$ cat src/rtl/dither_frame_ctrl.sv
// dither_frame_ctrl: frame/line timing, visible qualifier, switch debounce and
// frame-aligned bypass/dither mode commit for the VGA dithering datapath.
// Optional frame counter enabled by defining DITH_FRAME_CNT_EN.
module dither_frame_ctrl #(
  parameter int unsigned H_VISIBLE  = 640,
  parameter int unsigned V_VISIBLE  = 480,
  parameter int unsigned DEB_CYCLES = 250000,
  parameter int unsigned PIPE_LAT   = 1
) (
  input  logic       clk,
  input  logic       rst,
  input  logic [9:0] hc,
  input  logic [9:0] vc,
  input  logic       sw_in,
  output logic       visible,
  output logic       dith_en,
  output logic       frame_start,
  output logic       line_start,
  output logic       err_clr,
  output logic       mode_pend,
  output logic [7:0] frame_cnt
);

  localparam int unsigned DEB_W = $clog2(DEB_CYCLES);

  typedef enum logic [1:0] {
    ST_BYPASS   = 2'd0,
    ST_PEND_ON  = 2'd1,
    ST_DITHER   = 2'd2,
    ST_PEND_OFF = 2'd3
  } state_t;

  logic             tick_c;
  logic             frame_start_q, frame_start_d;
  logic             line_start_q, line_start_d;
  logic             vis_r_q, vis_r_d;
  logic             sync1_q, sw_s_q;
  logic             sw_deb_q, sw_deb_d;
  logic [DEB_W-1:0] deb_cnt_q, deb_cnt_d;
  state_t           state_q, state_d;
  logic             dith_en_q, dith_en_d;
  logic             mode_pend_q, mode_pend_d;

  assign tick_c = (hc == 10'd0) && (vc == 10'd0);

  // Timing compares; out-of-range counters fall out as blanking naturally
  always_comb begin
    frame_start_d = tick_c;
    line_start_d  = (hc == 10'd0);
    vis_r_d       = (hc < 10'(H_VISIBLE)) && (vc < 10'(V_VISIBLE));
  end

  // Debounce: accept sw_s once it has disagreed with sw_deb for DEB_CYCLES samples
  always_comb begin
    sw_deb_d  = sw_deb_q;
    deb_cnt_d = '0;
    if (sw_s_q != sw_deb_q) begin
      if (deb_cnt_q == DEB_W'(DEB_CYCLES - 1)) begin
        sw_deb_d = sw_s_q;
      end else begin
        deb_cnt_d = deb_cnt_q + DEB_W'(1);
      end
    end
  end

  // Mode FSM: requests wait for frame start; a reverted request aborts first
  always_comb begin
    state_d = state_q;
    case (state_q)
      ST_BYPASS:   if (sw_deb_q)   state_d = ST_PEND_ON;
      ST_PEND_ON:  if (!sw_deb_q)  state_d = ST_BYPASS;
                   else if (tick_c) state_d = ST_DITHER;
      ST_DITHER:   if (!sw_deb_q)  state_d = ST_PEND_OFF;
      ST_PEND_OFF: if (sw_deb_q)   state_d = ST_DITHER;
                   else if (tick_c) state_d = ST_BYPASS;
      default:     state_d = ST_BYPASS;
    endcase
    dith_en_d   = (state_d == ST_DITHER) || (state_d == ST_PEND_OFF);
    mode_pend_d = (state_d == ST_PEND_ON) || (state_d == ST_PEND_OFF);
  end

  // State and output registers
  always_ff @(posedge clk or posedge rst) begin
    if (rst) begin
      frame_start_q <= 1'b0;
      line_start_q  <= 1'b0;
      vis_r_q       <= 1'b0;
      sync1_q       <= 1'b0;
      sw_s_q        <= 1'b0;
      sw_deb_q      <= 1'b0;
      deb_cnt_q     <= '0;
      state_q       <= ST_BYPASS;
      dith_en_q     <= 1'b0;
      mode_pend_q   <= 1'b0;
    end else begin
      frame_start_q <= frame_start_d;
      line_start_q  <= line_start_d;
      vis_r_q       <= vis_r_d;
      sync1_q       <= sw_in;
      sw_s_q        <= sync1_q;
      sw_deb_q      <= sw_deb_d;
      deb_cnt_q     <= deb_cnt_d;
      state_q       <= state_d;
      dith_en_q     <= dith_en_d;
      mode_pend_q   <= mode_pend_d;
    end
  end

  // Visible delay line aligning the qualifier with datapath latency
  generate
    if (PIPE_LAT == 0) begin : g_nopipe
      assign visible = vis_r_q;
    end else begin : g_pipe
      logic [PIPE_LAT-1:0] vis_sr_q, vis_sr_d;
      always_comb vis_sr_d = PIPE_LAT'({vis_sr_q, vis_r_q});
      // Shift register stages
      always_ff @(posedge clk or posedge rst) begin
        if (rst) vis_sr_q <= '0;
        else     vis_sr_q <= vis_sr_d;
      end
      assign visible = vis_sr_q[PIPE_LAT-1];
    end
  endgenerate

`ifdef DITH_FRAME_CNT_EN
  logic [7:0] frame_cnt_q, frame_cnt_d;
  always_comb frame_cnt_d = tick_c ? frame_cnt_q + 8'd1 : frame_cnt_q;
  // Frame counter, advances with each frame_start
  always_ff @(posedge clk or posedge rst) begin
    if (rst) frame_cnt_q <= 8'd0;
    else     frame_cnt_q <= frame_cnt_d;
  end
  assign frame_cnt = frame_cnt_q;
`else
  assign frame_cnt = 8'd0;
`endif

  assign frame_start = frame_start_q;
  assign err_clr     = frame_start_q;
  assign line_start  = line_start_q;
  assign dith_en     = dith_en_q;
  assign mode_pend   = mode_pend_q;

endmodule

$ cat config.mk
export PLATFORM = sky130hd
export DESIGN_NAME = dither_frame_ctrl
export DESIGN_NICKNAME = d
export VERILOG_FILES = /design/src/rtl/dither_frame_ctrl.sv
export SDC_FILE = /design/constraint.sdc
export NUM_CORES = 1
export LEC_CHECK = 0
export ABC_AREA = 1
export BUFFER_PORTS_ARGS = -buffer_cell sky130_fd_sc_hd__buf_2
export CORE_AREA = 2 2 65 67
export DETAILED_ROUTE_END_ITERATION = 10
export DIE_AREA = 0 0 67 69
export GPL_TIMING_DRIVEN = 0
export PLACE_DENSITY = 0.65
export SLEW_MARGIN = 5
export SYNTH_ARGS = -nofsm -noshare
export SYNTH_HDL_FRONTEND = slang
export SYNTH_SLANG_ARGS = --single-unit
$ cat constraint.sdc
create_clock -name clk -period 1.5 [get_ports clk]
set_input_delay 0.375 -clock clk [delete_from_list [all_inputs] [get_ports clk]]
set_output_delay 0.375 -clock clk [all_outputs]
set_load 0.1 [all_outputs]
==> impl_metrics.json, run 1 <==
{
  "cts_buffer_depth": 2,
  "drive_gt1_share_pct": 25.86,
  "ys_types": 28,
  "power_density_mw_per_mm2": 840.3,
  "ir_worst_vdd_mv": 0.5407,
  "numCtsBuffers": 3,
  "vias": 1268,
  "first_pass_iters": 4,
  "dpl.hpwl_um": 2240,
  "grt_overflow": 0,
  "start_util_pct": 39.13,
  "fin_crit_sh_pct": 96.32,
  "io_pins": 37,
  "wl_per_cell_um": 10.34,
  "die_y_um": 69,
  "cap_violations": 0,
  "drc_errors": 0,
  "power_leakage_nw": 0.9482,
  "finalSetupViolCount": 0,
  "critPathLaunchType": "register",
  "fin_crit_ps": 1445,
  "multi_input_comb_area_um2": 733.2,
  "syn_inst": 191,
  "critPathMaxStageDelay_ps": 420,
  "dieArea_mm2": 0.004623,
  "p_switching_mw": 0.3937,
  "p_comb_share_pct": 13.3,
  "grt_pass1_vias": 1261,
  "cts_tree": "yes",
  "dr.first_iter.drc_count": 43,
  "power_mw": 1.573,
  "fill_cells": 385,
  "power_frac_clock_pct": 37.4,
  "min_path_cells": 1,
  "antenna_found_initial": 0,
  "place_area_mm2": 0.001762,
  "cts.clk_slew.worst_paths_ps": 100,
  "async_flop_share_pct": 100.0,
  "num_rows": 23,
  "critPathTopFamily": "buffers and inverters",
  "io_buffers": 28,
  "netlist_area_mm2": 0.001531,
  "critical_path_class": "register to output port",
  "crit_slowest_cell": "buf_2",
  "yosysSeqAreaShare_pct": 45.75,
  "setup_slack_ps": 55.19,
  "postRouteAntennaNets": 0,
  "die_w_um": 67,
  "worst_pin_slew_ps": 1025,
  "gp_congestion": 0.8807,
  "cp-end-kind": "output port",
  "finalSetupTns_ps": 0,
  "vias_per_cell": 4.496,
  "rr_worst_depth": 8,
  "wl_um": 2916,
  "antenna_cells": 0,
  "status": "finished clean",
  "grt_max_degree": 29,
  "root_buffer": "clkbuf_8",
  "grt_pass1_wl_um": 5216,
  "cp_cell_sequence": "buf_2",
  "htreeDepth": 1,
  "worst-path-max-fanout": 2,
  "yosys_warnings": 0,
  "core_mm2": 0.003914,
  "hold_viol_final": 0,
  "synth-edff-count": 0,
  "drv_slew": 0,
  "synth.ff_latch_count": 28,
  "grtUsageTotal_pct": 14.18,
  "required_ps": 1120,
  "slew_headroom_pct": 31.59,
  "nets": 257,
  "seqPwrFrac_pct": 49.3,
  "hp-class": "input port to register",
  "clock_latency_ps": 280,
  "cts_sinks": 28,
  "synth_ff_type": "dfrtp_1",
  "place_ws_ps": 16.80,
  "crit_arrival_ps": 1070,
  "area_growth_pct": 22.22,
  "syn_avg_cell_area_um2": 8.018,
  "p_int_mw": 1.179,
  "crit_cells": 1,
  "final_area_mm2": 0.001872,
  "regArea_um2": 701.9,
  "fmax_ghz": 0.6921,
  "switching_share_pct": 25.03,
  "fin_skew_ps": 6.792,
  "crit_buf_inv": 1,
  "rsz0062_at_grt": "false"
}
-- layout make-up --
cell class	count	area share, %
clock buffer	3	2.206
inverter	20	4.011
tap	50	3.342
clock inverter	1	1.604
sequential	28	37.50
buffer	9	3.610
multi-input combinational	141	39.17
timing repair buffer	30	8.556
-- power by group through the flow --
stage                     Combinational (mW)  Clock (mW)  Sequential, mW
after detailed placement               0.199           0           0.794
after global placement                 0.198           0           0.793
after CTS                              0.204       0.605           0.777
final                                  0.209       0.589           0.775
after global routing                   0.227       0.632           0.778
after floorplan                        0.143           0           0.806
-- cell usage after synthesis (2+ instances only) --
library cell / count / area (µm²)
o21ai_0: 2 / 10.01
nand2_2: 4 / 25.02
dfrtp_1: 28 / 700.7
nor3_1: 2 / 10.01
nor2_2: 2 / 12.51
nand3_1: 12 / 60.06
xnor2_1: 2 / 17.52
xor2_1: 9 / 78.83
nand4_1: 4 / 25.02
nand3_2: 2 / 20.02
buf_4: 9 / 67.56
nand2_1: 32 / 120.1
inv_2: 2 / 7.510
nor2_1: 50 / 187.7
inv_1: 18 / 67.56
-- path summary, 6_finish.rpt --
check / startpoint / end / slack [ps]
setup reg to reg: deb_cnt_q[1]$_DFF_PP0_ / deb_cnt_q[7]$_DFF_PP0_ / 120
min in group asynchronous: rst / mode_pend$_DFF_PP0_ / 330
hold reg to reg: g_pipe.vis_sr_d$_DFF_PP0_ / visible$_DFF_PP0_ / 360
setup / recovery: err_clr$_DFF_PP0_ / err_clr / 60
max in group asynchronous: rst / err_clr$_DFF_PP0_ / 480
hold / removal: sw_in / sync1_q$_DFF_PP0_ / 200
-- per-layer routing --
layer	GRT usage (%)	vias to the layer above	routed length, µm
li1	-	660	-
met1	18.04	564	1357
met2	24.42	39	1382
met3	2.447	5	142
met4	3.628	0	34
met5	0	-	0
-- state kept, by name, summed over array words and instances (netlist names) --
| name | flops |
|---|---|
| visible | 1 |
| state_q | 1 |
| sw_deb_q | 1 |
| deb_cnt_q | 18 |
| mode_pend | 1 |
| sw_s_q | 1 |
| line_start | 1 |
| err_clr | 1 |
| g_pipe.vis_sr_d | 1 |
| sync1_q | 1 |
| dith_en | 1 |
-- metrics by stage --
| step | hold slack, ps | utilization (%) | std cells |
|---|---|---|---|
| 2_1_floorplan | 331.2 | - | 198 |
| 3_3_place_gp | 333.9 | 45.01 | 276 |
| 3_5_place_dp | 343.6 | 45.01 | 276 |
| 4_1_cts | 195.8 | 47.15 | 281 |
| 5_1_grt | 185.7 | 47.83 | 282 |
| 6_report | 198.7 | 47.83 | 282 |
-- cell families after synthesis --
logic type,count (synthesis),share of synthesized area (%)
xor+xnor,12,7.354
other cells,1,0.2449
buf+inv,29,9.313
flops,28,45.75
fa+ha+maj,1,0.8169
compound gates,5,1.715
simple gates,115,34.81
-- timing repair --
action / in CTS / in global routing
gates cloned: 0 / 0
endpoints found under the setup margin: 4 / 8
pin swaps: 0 / 1
hold buffers: 0 / 0
setup buffers: 1 / 1
resized for setup: 2 / 4
-- cells in the final DEF, fill, tap and decap left out, types with 2 or more instances in the layout --
cell / netlist / routed
nand3_4: 1 / 2
nor2_1: 50 / 49
nor3_1: 2 / 2
nand3_1: 12 / 12
clkbuf_8: 0 / 3
o21ai_0: 2 / 2
nand2_2: 4 / 3
inv_1: 18 / 18
nand2_1: 32 / 32
buf_4: 9 / 13
xnor2_1: 2 / 2
buf_2: 0 / 26
inv_2: 2 / 2
dfrtp_1: 28 / 27
nor2_2: 2 / 3
xor2_1: 9 / 9
conb_1: 1 / 8
nand4_1: 4 / 4
Power figures use the tool's default switching activity.
==> run 2, diff against run 1 <==
- CORE_AREA: 2 2 65 67 -> 2 2 58 60
- DIE_AREA: 0 0 67 69 -> 0 0 60 62
- PLACE_DENSITY: 0.65 -> 0.78
==> run 2 against run 1 <==
Compared with the run above:
- sequential share of layout area up 0.85 points
- non-clock buffer count did not move
- combinational power hardly changed
- global-route usage is 3.7 points higher
- clock power is 46% lower
- first-iteration DRC count fell by 35%
- register-to-register slack hardly changed
- power decreased by 17%
- sequential cell count did not move
- sequential power about the same
- final cell count fell by 1.4%
- largest power group unchanged
- highest routed layer unchanged
==> impl_metrics.json, run 2 (same netlist as run 1, synthesis figures left out) <==
{
  "cp-endpoint": "mode_pend",
  "grt_max_degree": 29,
  "first_pass_iters": 6,
  "start_util_pct": 48.17,
  "root_buffer": "clkbuf_4",
  "rr_worst_depth": 8,
  "drive_gt1_share_pct": 25.00,
  "seqPwrFrac_pct": 59.6,
  "grt_pass1_vias": 1241,
  "final_cell_mix": "50 x nor2_1, 32 x nand2_1, 27 x dfrtp_1",
  "grt_overflow": 0,
  "p_switching_mw": 0.3749,
  "vias_per_cell": 4.633,
  "crit_buf_inv": 1,
  "htreeDepth": 1,
  "critical_path_class": "register to output port",
  "crit_cells": 1,
  "drv_slew": 0,
  "worst_pin_slew_ps": 1005,
  "finalNonFillerCells": 278,
  "drc_errors": 0,
  "switching_share_pct": 28.78,
  "hold_viol_final": 0,
  "place_inst": 272,
  "antenna_cells": 0,
  "dieArea_mm2": 0.003720,
  "fill_cells": 309,
  "ir_worst_vdd_mv": 0.5917,
  "min-delay-start": "sw_in",
  "dr.first_iter.drc_count": 28,
  "min_path_cells": 1,
  "crit_arrival_ps": 1090,
  "cap_violations": 0,
  "cts.clk_slew.worst_paths_ps": 140,
  "final_common_cell": "nor2_1",
  "startpoint": "mode_pend$_DFF_PP0_",
  "nets": 257,
  "core_mm2": 0.003179,
  "cp_cell_sequence": "buf_2",
  "setup_slack_ps": 32.16,
  "crit_slowest_cell": "buf_2",
  "die_w_um": 60,
  "slew_headroom_pct": 32.91,
  "antenna_found_initial": 0,
  "fin_skew_ps": 7.553,
  "reg2reg_setup_slack_ps": 110,
  "cts_tree": "yes",
  "worst-path-max-fanout": 1,
  "rr_endpoint": "deb_cnt_q[7]$_DFF_PP0_",
  "status": "finished clean",
  "hp-class": "input port to register",
  "grtUsageTotal_pct": 17.91,
  "clock_latency_ps": 320,
  "power_frac_clock_pct": 24.3,
  "critPathTopFamily": "buffers and inverters",
  "fin_crit_ps": 1468,
  "area_growth_pct": 19.53,
  "holdBufCountCts": 0,
  "finalSetupViolCount": 0,
  "r2r_start": "deb_cnt_q[1]$_DFF_PP0_",
  "wl_per_cell_um": 10.51,
  "fin_crit_sh_pct": 97.86,
  "cp-end-kind": "output port",
  "critPathLaunchType": "register",
  "wl_um": 2921,
  "power_leakage_nw": 0.9263,
  "cts_sinks": 28,
  "fmax_ghz": 0.6813,
  "required_ps": 1120,
  "regMostFlops": "deb_cnt_q",
  "postRouteAntennaNets": 0,
  "critPathMaxStageDelay_ps": 420,
  "die_y_um": 62,
  "place_area_mm2": 0.001757,
  "cts_buffer_depth": 2,
  "num_rows": 21,
  "power_mw": 1.303,
  "grt_pass1_wl_um": 5071,
  "final_area_mm2": 0.001831,
  "power_density_mw_per_mm2": 711.6,
  "place_ws_ps": 20.74,
  "p_int_mw": 0.9277,
  "io_buffers": 28,
  "p_comb_share_pct": 16.1,
  "largest_reg_flops": 18,
  "numCtsBuffers": 3,
  "dpl.hpwl_um": 2266,
  "io_pins": 37,
  "vias": 1288,
  "gp_congestion": 0.8689
}
## run 2: cell types whose count changed in the layout (fill, tap and decap cells not counted)
cell | before | now
clkbuf_4 | 0 | 5
buf_2 | 26 | 23
clkbuf_8 | 3 | 0
buf_6 | 0 | 1
bufinv_16 | 1 | 0
clkbuf_1 | 0 | 1
nor2_1 | 49 | 50
nor2_2 | 3 | 2
## run 2: worst register-to-register path, delay by kind of cell, from the launching register on
family                     cells  cell delay [ps]
adders and majority gates      1              210
buffers and inverters          2              130
DFF                            1              430
and+or+nand+nor                5              560
## run 2: worst min path at each step
| stage | end |
|---|---|
| after floorplan | sw_s_q$_DFF_PP0_ |
| after global placement | visible$_DFF_PP0_ |
| after detailed placement | visible$_DFF_PP0_ |
| after CTS | sync1_q$_DFF_PP0_ |
| after global routing | sync1_q$_DFF_PP0_ |
| final | sync1_q$_DFF_PP0_ |
## run 2: timing repair
item                                    4_1_cts  5_1_grt
buffers inserted                              1        1
resized for setup                             3        6
endpoints found under the setup margin        5       11
## run 2: power by group through the flow
stage,Sequential [mW],Clock (mW),Combinational [mW]
finish,0.776,0.316,0.210
global route,0.778,0.353,0.230
CTS,0.777,0.320,0.204
detailed placement,0.794,0,0.199
global placement,0.793,0,0.197
floorplan,0.806,0,0.143
## run 2: per-layer routing
metal / routed length, µm / part of all wire [%] / global-route usage (%)
met1: 1225 / 42 / 21.72
met2: 1549 / 53 / 34.32
met4: 18 / 0.62 / 2.857
met3: 128 / 4.4 / 2.484
met5: 0 / 0 / 0
## run 2: metrics by stage
stage	hold slack, ps	utilization (%)	TNS [ps]
after floorplan	331.2	-	0
after global placement	334.3	55.25	0
after detailed placement	335.8	55.25	0
after CTS	152.5	56.55	0
after global routing	138.7	57.58	-4.685
final	156.0	57.58	0
## run 2: cell type report
type	count	area (µm²)	area share, %
repair buffers	30	171.4	9.364
inverters	20	75.07	4.101
plain buffers	9	67.56	3.691
flip-flops and latches	28	701.9	38.35
clock buffers	4	26.28	1.435
well taps	46	57.56	3.144
multi-input cells	141	730.7	39.92
